## config.mk

```make
export PLATFORM = sky130hd
export DESIGN_NAME = speed_scheduler_flat
export DESIGN_NICKNAME = d
export VERILOG_FILES = /design/src/rtl/speed_scheduler_if.sv /design/src/rtl/speed_scheduler.sv /design/src/flat_wrapper.sv
export SDC_FILE = /design/constraint.sdc
export NUM_CORES = 1
export LEC_CHECK = 0
export ABC_AREA = 1
export BUFFER_PORTS_ARGS = -buffer_cell sky130_fd_sc_hd__buf_2
export CAP_MARGIN = 20
export CORE_ASPECT_RATIO = 0.75
export CORE_MARGIN = 2
export CORE_UTILIZATION = 35
export CTS_BUF_LIST = sky130_fd_sc_hd__clkbuf_8
export CTS_CLUSTER_DIAMETER = 50
export CTS_CLUSTER_SIZE = 14
export DETAILED_ROUTE_END_ITERATION = 8
export HOLD_SLACK_MARGIN = 0.1
export PLACE_DENSITY_LB_ADDON = 0.25
export SLEW_MARGIN = 10
export SYNTH_ARGS = -nofsm -noshare
export SYNTH_HDL_FRONTEND = slang
export SYNTH_SLANG_ARGS = --single-unit
```

## constraint.sdc

```tcl
create_clock -name clk -period 1.5 [get_ports clk]
set_input_delay 0.3 -clock clk [delete_from_list [all_inputs] [get_ports clk]]
set_output_delay 0.3 -clock clk [all_outputs]
set_load 0.01 [all_outputs]
```

## src/rtl/speed_scheduler_if.sv

```systemverilog
// Game-control bundle between the scheduler, the button/collision
// logic, the variable timer and the LED animator.
interface speed_scheduler_if #(
  parameter int SCORE_WIDTH = 8
);
  logic                   start;
  logic                   pause;
  logic                   collision;
  logic                   timeout_pulse;
  logic                   var_timer_enable;
  logic [1:0]             speed;
  logic                   step_pulse;
  logic [SCORE_WIDTH-1:0] score;
  logic                   game_over;

  modport master (
    input  start, pause, collision, timeout_pulse,
    output var_timer_enable, speed, step_pulse,
    output score, game_over
  );

  modport slave (
    output start, pause, collision, timeout_pulse,
    input  var_timer_enable, speed, step_pulse,
    input  score, game_over
  );
endinterface

```

## src/rtl/speed_scheduler.sv

```systemverilog
// Game-flow FSM: turns timer timeouts into animation steps, keeps the
// survival score and ramps the timer speed every few steps.
module speed_scheduler #(
  parameter int TICKS_PER_LEVEL = 8,
  parameter int MAX_SPEED       = 3,
  parameter int SCORE_WIDTH     = 8
) (
  input  logic clk,
  input  logic rst,
  speed_scheduler_if.master bus
);
  localparam logic [1:0] IDLE   = 2'd0;
  localparam logic [1:0] RUN    = 2'd1;
  localparam logic [1:0] PAUSED = 2'd2;
  localparam logic [1:0] OVER   = 2'd3;

  localparam logic [7:0] LVL_LAST = 8'(TICKS_PER_LEVEL - 1);
  localparam logic [1:0] SPD_MAX  = 2'(MAX_SPEED);
  localparam logic [SCORE_WIDTH-1:0] ONE = SCORE_WIDTH'(1);

  logic [1:0]             state;
  logic [1:0]             state_nx;
  logic [7:0]             lvl;
  logic [1:0]             speed;
  logic [SCORE_WIDTH-1:0] score;
  logic                   step;
  logic                   enable;
  logic                   over;
  logic                   restart;
  logic                   take;

  // Priority in RUN: collision, then pause, then timeout.
  always_comb begin
    state_nx = state;
    restart  = 1'b0;
    take     = 1'b0;
    unique case (state)
      IDLE: begin
        if (bus.start) begin
          state_nx = RUN;
          restart  = 1'b1;
        end
      end
      RUN: begin
        if (bus.collision)
          state_nx = OVER;
        else if (bus.pause)
          state_nx = PAUSED;
        else if (bus.timeout_pulse)
          take = 1'b1;
      end
      PAUSED: begin
        if (bus.pause || bus.start)
          state_nx = RUN;
      end
      OVER: begin
        if (bus.start) begin
          state_nx = RUN;
          restart  = 1'b1;
        end
      end
      default: state_nx = IDLE;
    endcase
  end

  always_ff @(posedge clk or posedge rst) begin
    if (rst) begin
      state  <= IDLE;
      lvl    <= '0;
      speed  <= '0;
      score  <= '0;
      step   <= 1'b0;
      enable <= 1'b0;
      over   <= 1'b0;
    end else begin
      state  <= state_nx;
      enable <= (state_nx == RUN);
      over   <= (state_nx == OVER);
      step   <= take;
      if (restart) begin
        score <= '0;
        speed <= '0;
        lvl   <= '0;
      end else if (take) begin
        if (score != '1)
          score <= score + ONE;
        if (lvl == LVL_LAST) begin
          lvl <= '0;
          if (speed < SPD_MAX)
            speed <= speed + 2'd1;
        end else begin
          lvl <= lvl + 8'd1;
        end
      end
    end
  end

  assign bus.var_timer_enable = enable;
  assign bus.speed            = speed;
  assign bus.step_pulse       = step;
  assign bus.score            = score;
  assign bus.game_over        = over;
endmodule

```

## src/flat_wrapper.sv

```systemverilog
// flat-port wrapper written by rule: the top's interface ports become plain ports
module speed_scheduler_flat 
#(
  parameter int TICKS_PER_LEVEL = 8,
  parameter int MAX_SPEED       = 3,
  parameter int SCORE_WIDTH     = 8
)
  (clk, rst, bus_start, bus_pause, bus_collision, bus_timeout_pulse, bus_var_timer_enable, bus_speed, bus_step_pulse, bus_score, bus_game_over);
  speed_scheduler_if #(.SCORE_WIDTH(SCORE_WIDTH)) bus_i ();
  input  logic clk;
  input  logic rst;
  input wire logic [$bits(bus_i.start)-1:0] bus_start;
  input wire logic [$bits(bus_i.pause)-1:0] bus_pause;
  input wire logic [$bits(bus_i.collision)-1:0] bus_collision;
  input wire logic [$bits(bus_i.timeout_pulse)-1:0] bus_timeout_pulse;
  output wire logic [$bits(bus_i.var_timer_enable)-1:0] bus_var_timer_enable;
  output wire logic [$bits(bus_i.speed)-1:0] bus_speed;
  output wire logic [$bits(bus_i.step_pulse)-1:0] bus_step_pulse;
  output wire logic [$bits(bus_i.score)-1:0] bus_score;
  output wire logic [$bits(bus_i.game_over)-1:0] bus_game_over;
  assign bus_i.start = bus_start;
  assign bus_i.pause = bus_pause;
  assign bus_i.collision = bus_collision;
  assign bus_i.timeout_pulse = bus_timeout_pulse;
  assign bus_var_timer_enable = bus_i.var_timer_enable;
  assign bus_speed = bus_i.speed;
  assign bus_step_pulse = bus_i.step_pulse;
  assign bus_score = bus_i.score;
  assign bus_game_over = bus_i.game_over;
  speed_scheduler #(.TICKS_PER_LEVEL(TICKS_PER_LEVEL), .MAX_SPEED(MAX_SPEED), .SCORE_WIDTH(SCORE_WIDTH)) u_core (.clk(clk), .rst(rst), .bus(bus_i));
endmodule
```

==> results.md <==
* Sequential element share of the synthesized area at between 40% and 50%
* Register-to-register setup slack at around 0.055 ns
* Final worst setup slack at 0.0550 ns
* Count of input and output buffers at 18
* Cell depth of the worst min-delay path at 4
* Required time at the worst-slack endpoint at 1.66 ns
* Clock root buffer: clkbuf_8
* Yosys reg bits at 23
* Dominant combinational cell family by area after synthesis: simple AND/OR/NAND/NOR gates
* Worst-case headroom to the max-slew limit at 80.4%
* Half-perimeter wire length after placement at 2010 um
* Pin count of the biggest net entering global routing at 24
* Min-delay worst type: input pin to register
* CTS Sinks at 23
* Area after detailed placement at 0.00152 mm^2
* Syn Nets at 197
* Starting density of the core at a little over a third
* Maximum frequency from static timing analysis at 0.692 GHz
* Worst voltage drop across the vdd grid at 0.811 mV
* Vias after detailed routing at 1,188
* Std-Cell Core Area at about 0.0037 mm^2
* Util after Layout at approximately 45%
* Die width at between 70 and 80 um
* Crit start category: register
* Layout area overhead at 23.9%
* RSZ-0062 raised after global routing: yes
* Instance count of the mapped netlist at 186
* Worst Path Class, Setup: register to register
* First-pass iteration count of the detailed router at 4
* Fin crit period at 1.44 ns
* Capturing point of the worst reg2reg path: u_core.bus.speed[0]
* Total CTS buffers at 3
* Setup Skew at 0.00653 ns
* Cell count of the worst reg-to-reg path at 8
* Antenna cells at 0
* Yosys warnings at 0
* Max Root-Sink Buffers at 2
* Worst flop-to-flop path startpoint: u_core.state[1]
* TritonCTS clock tree: built
* XOR/XNOR Fraction of Synth Area at 1.97%
* Post-Route WL at 2830 um
* Number of slew-limit violations in the final report at 0
* Number of antenna violations at the first check in global routing at 0
* Final setup fails at 0
* Total I/O pin count at 19
* Hold Path End: u_core.bus.step_pulse
* Most common cell type on the critical path: nand2_1
* Layout cells sized above 1 at 21.2%
* PD cells at approximately 1500 mW/mm^2
* Remaining antenna violation count at 0
* Skew-Pair Late Insertion Delay at 0.27 ns
* Mean number of vias per cell at 4.42
* Average cell area after synthesis at 7.18 um^2
* Complex-gate fraction of the synthesized area at 5.25%
* First DRT Iteration DRCs at 49
* Cell area after technology mapping at around 0.0013 mm^2
* Number of H-tree branching levels at 1
* CP Cell Sequence: buf_4 > ha_4 > nand2_8 > buf_4 > o21ai_2 > nand2_1 > nand2_1 > nand2_1
* Count of unique library cells instantiated by Yosys at 19
* Crit path max-delay cell type: dfrtp_1
* Design area at 0.00165 mm^2
* Wire length of the first global-routing pass at 4660 um
* Mux share of post-synthesis cell area at 0%
* Static leakage at 0.881 nW
* Outcome: finished, final reports clean
* Die height at 57.5 um
* Transition time at the pin with the least slew margin at 0.294 ns
* Min-Delay Startpoint: bus_collision
* Number of standard-cell rows in the floorplan at 19
* Worst path arrival time at approximately 1.6 ns
* Clock Pin Slew Worst Setup and Hold Paths at 0.09 ns
* Detailed-route DRC error count at 0
* Fill count at 395
* Worst setup slack after placement at -0.0124 ns
* Share of the cycle needed by the critical path after routing at 96.3%
* Placer Congestion at between 0.8 and 0.9
* Post-synthesis adder-cell area fraction at 4.69%
* Overall track demand over capacity in global routing at 14.1%
* Critical-path maximum fanout at 9
* Residual overflow from global routing at 0
* CP Capture Type: register
* Area fraction in and, or, nand and nor cells after synthesis at approximately 37%
* Hold Fails Final Rpt at 0
* Critical Path Max Stage Delay at ~0.40 ns
* Number of nets in the final layout at 229
* Max Cap Violations at 0
* Floorplan die area at 0.00433 mm^2
* WL per Instance at 10.5 um
* Vias in the first global route at 1,037
==> cell families after synthesis <==
family,count (synthesis)
compound gates,14
xor+xnor,3
fa+ha+maj,5
buf+inv,25
flops,23
simple gates,116
==> metal layers <==
metal | part of all wire (%) | routed length (um) | up-vias | GRT usage, %
li1 | - | - | 640 | -
met1 | 54 | 1530 | 524 | 21.0
met2 | 41 | 1150 | 22 | 20.4
met3 | 4.7 | 133 | 2 | 4.24
met4 | 0.57 | 16 | 0 | 2.26
met5 | 0 | 0 | - | 0
==> how the worst max path moves through the flow <==
| stage | from | to | slack, ns | cells after the start |
|---|---|---|---|---|
| 6_report | u_core.state[1] | u_core.bus.speed[0] | 0.06 | 8 |
| 5_1_grt | u_core.state[1] | u_core.bus.speed[1] | -0.02 | 8 |
| 2_1_floorplan | u_core.state[0] | u_core.lvl[0] | 0.13 | 8 |
| 4_1_cts | u_core.state[0] | u_core.bus.speed[0] | -0.01 | 8 |
| 3_5_place_dp | u_core.state[0] | u_core.bus.score[2] | -0.01 | 7 |
| 3_3_place_gp | u_core.state[0] | u_core.bus.score[4] | 0.02 | 7 |
==> layout make-up <==
type,instances,area (um^2),share of cell area [%]
Timing Repair Buffer,28,168,10.1
Clock buffer,3,41.3,2.50
Inverter,23,86.3,5.22
Multi-Input combinational cell,139,713,43.1
Tap cell,52,65.1,3.93
Clock inverter,1,5.00,0.303
Sequential cell,23,576,34.8
==> through the flow <==
step	power, mW	hold slack, ns	setup TNS, ns	instances
6_report	2.47	0.388	0	269
5_1_grt	2.70	0.409	-0.0624	269
4_1_cts	2.32	0.420	-0.0224	266
3_5_place_dp	1.88	0.363	-0.0189	261
3_3_place_gp	1.88	0.360	0	261
2_1_floorplan	1.60	0.302	0	186
==> synthesized netlist by cell type, drive strengths merged <==
master	instances	area, um^2
ha	5	62.6
inv	23	86.3
xnor2	2	17.5
nand4	4	25.0
buf	2	18.8
nor2	22	90.1
a21oi	3	15.0
nand3	13	70.1
nand2	74	288
dfrtp	23	576
nand3b	3	22.5
o21ai	11	55.1
xor2	1	8.76
==> critical path: cells and delay by family, from the launching register on <==
kind	cells	cell delay, ns
flip-flops	1	0.40
buffers and inverters	2	0.30
AO/OA/AOI/OAI	1	0.07
AND/OR/NAND/NOR	4	0.28
adder cells (fa/ha/maj)	1	0.30
==> what timing repair did <==
item | in CTS | in global routing
hold endpoints to repair | 23 | 0
gates cloned | 0 | 1
buffers inserted | 0 | 2
pin swaps | 0 | 2
setup endpoints to repair | 6 | 19
hold buffers | 1 | 0
resized for setup | 2 | 10
==> sequential cells by signal, summed over array words and instances, names as in the netlist <==
register                     cells
u_core.bus.var_timer_enable      1
u_core.bus.speed                 2
u_core.bus.game_over             1
u_core.lvl                       8
u_core.bus.step_pulse            1
u_core.state                     2
u_core.bus.score                 8
==> where the power goes <==
part / leakage (nW) / switching (mW) / internal (mW) / total, mW
Clock: 0.0255 / 0.208 / 0.186 / 0.394
Sequential: 0.307 / 0.116 / 0.772 / 0.888
Combinational: 0.549 / 0.704 / 0.488 / 1.19
Total: 0.881 / 1.03 / 1.45 / 2.47
==> cell usage in the layout (no fill, tap or decap), drive strengths merged <==
cell type and count:
inv 23, dlygate4sd3 1, a21oi 3, nand3 13, nand3b 3, xnor2 2
ha 5, nand2 75, dfrtp 23, clkinv 1, nor2 22, o21ai 11
clkbuf 3, nand4 4, xor2 1, buf 27
(Power assumes the default switching activity.)
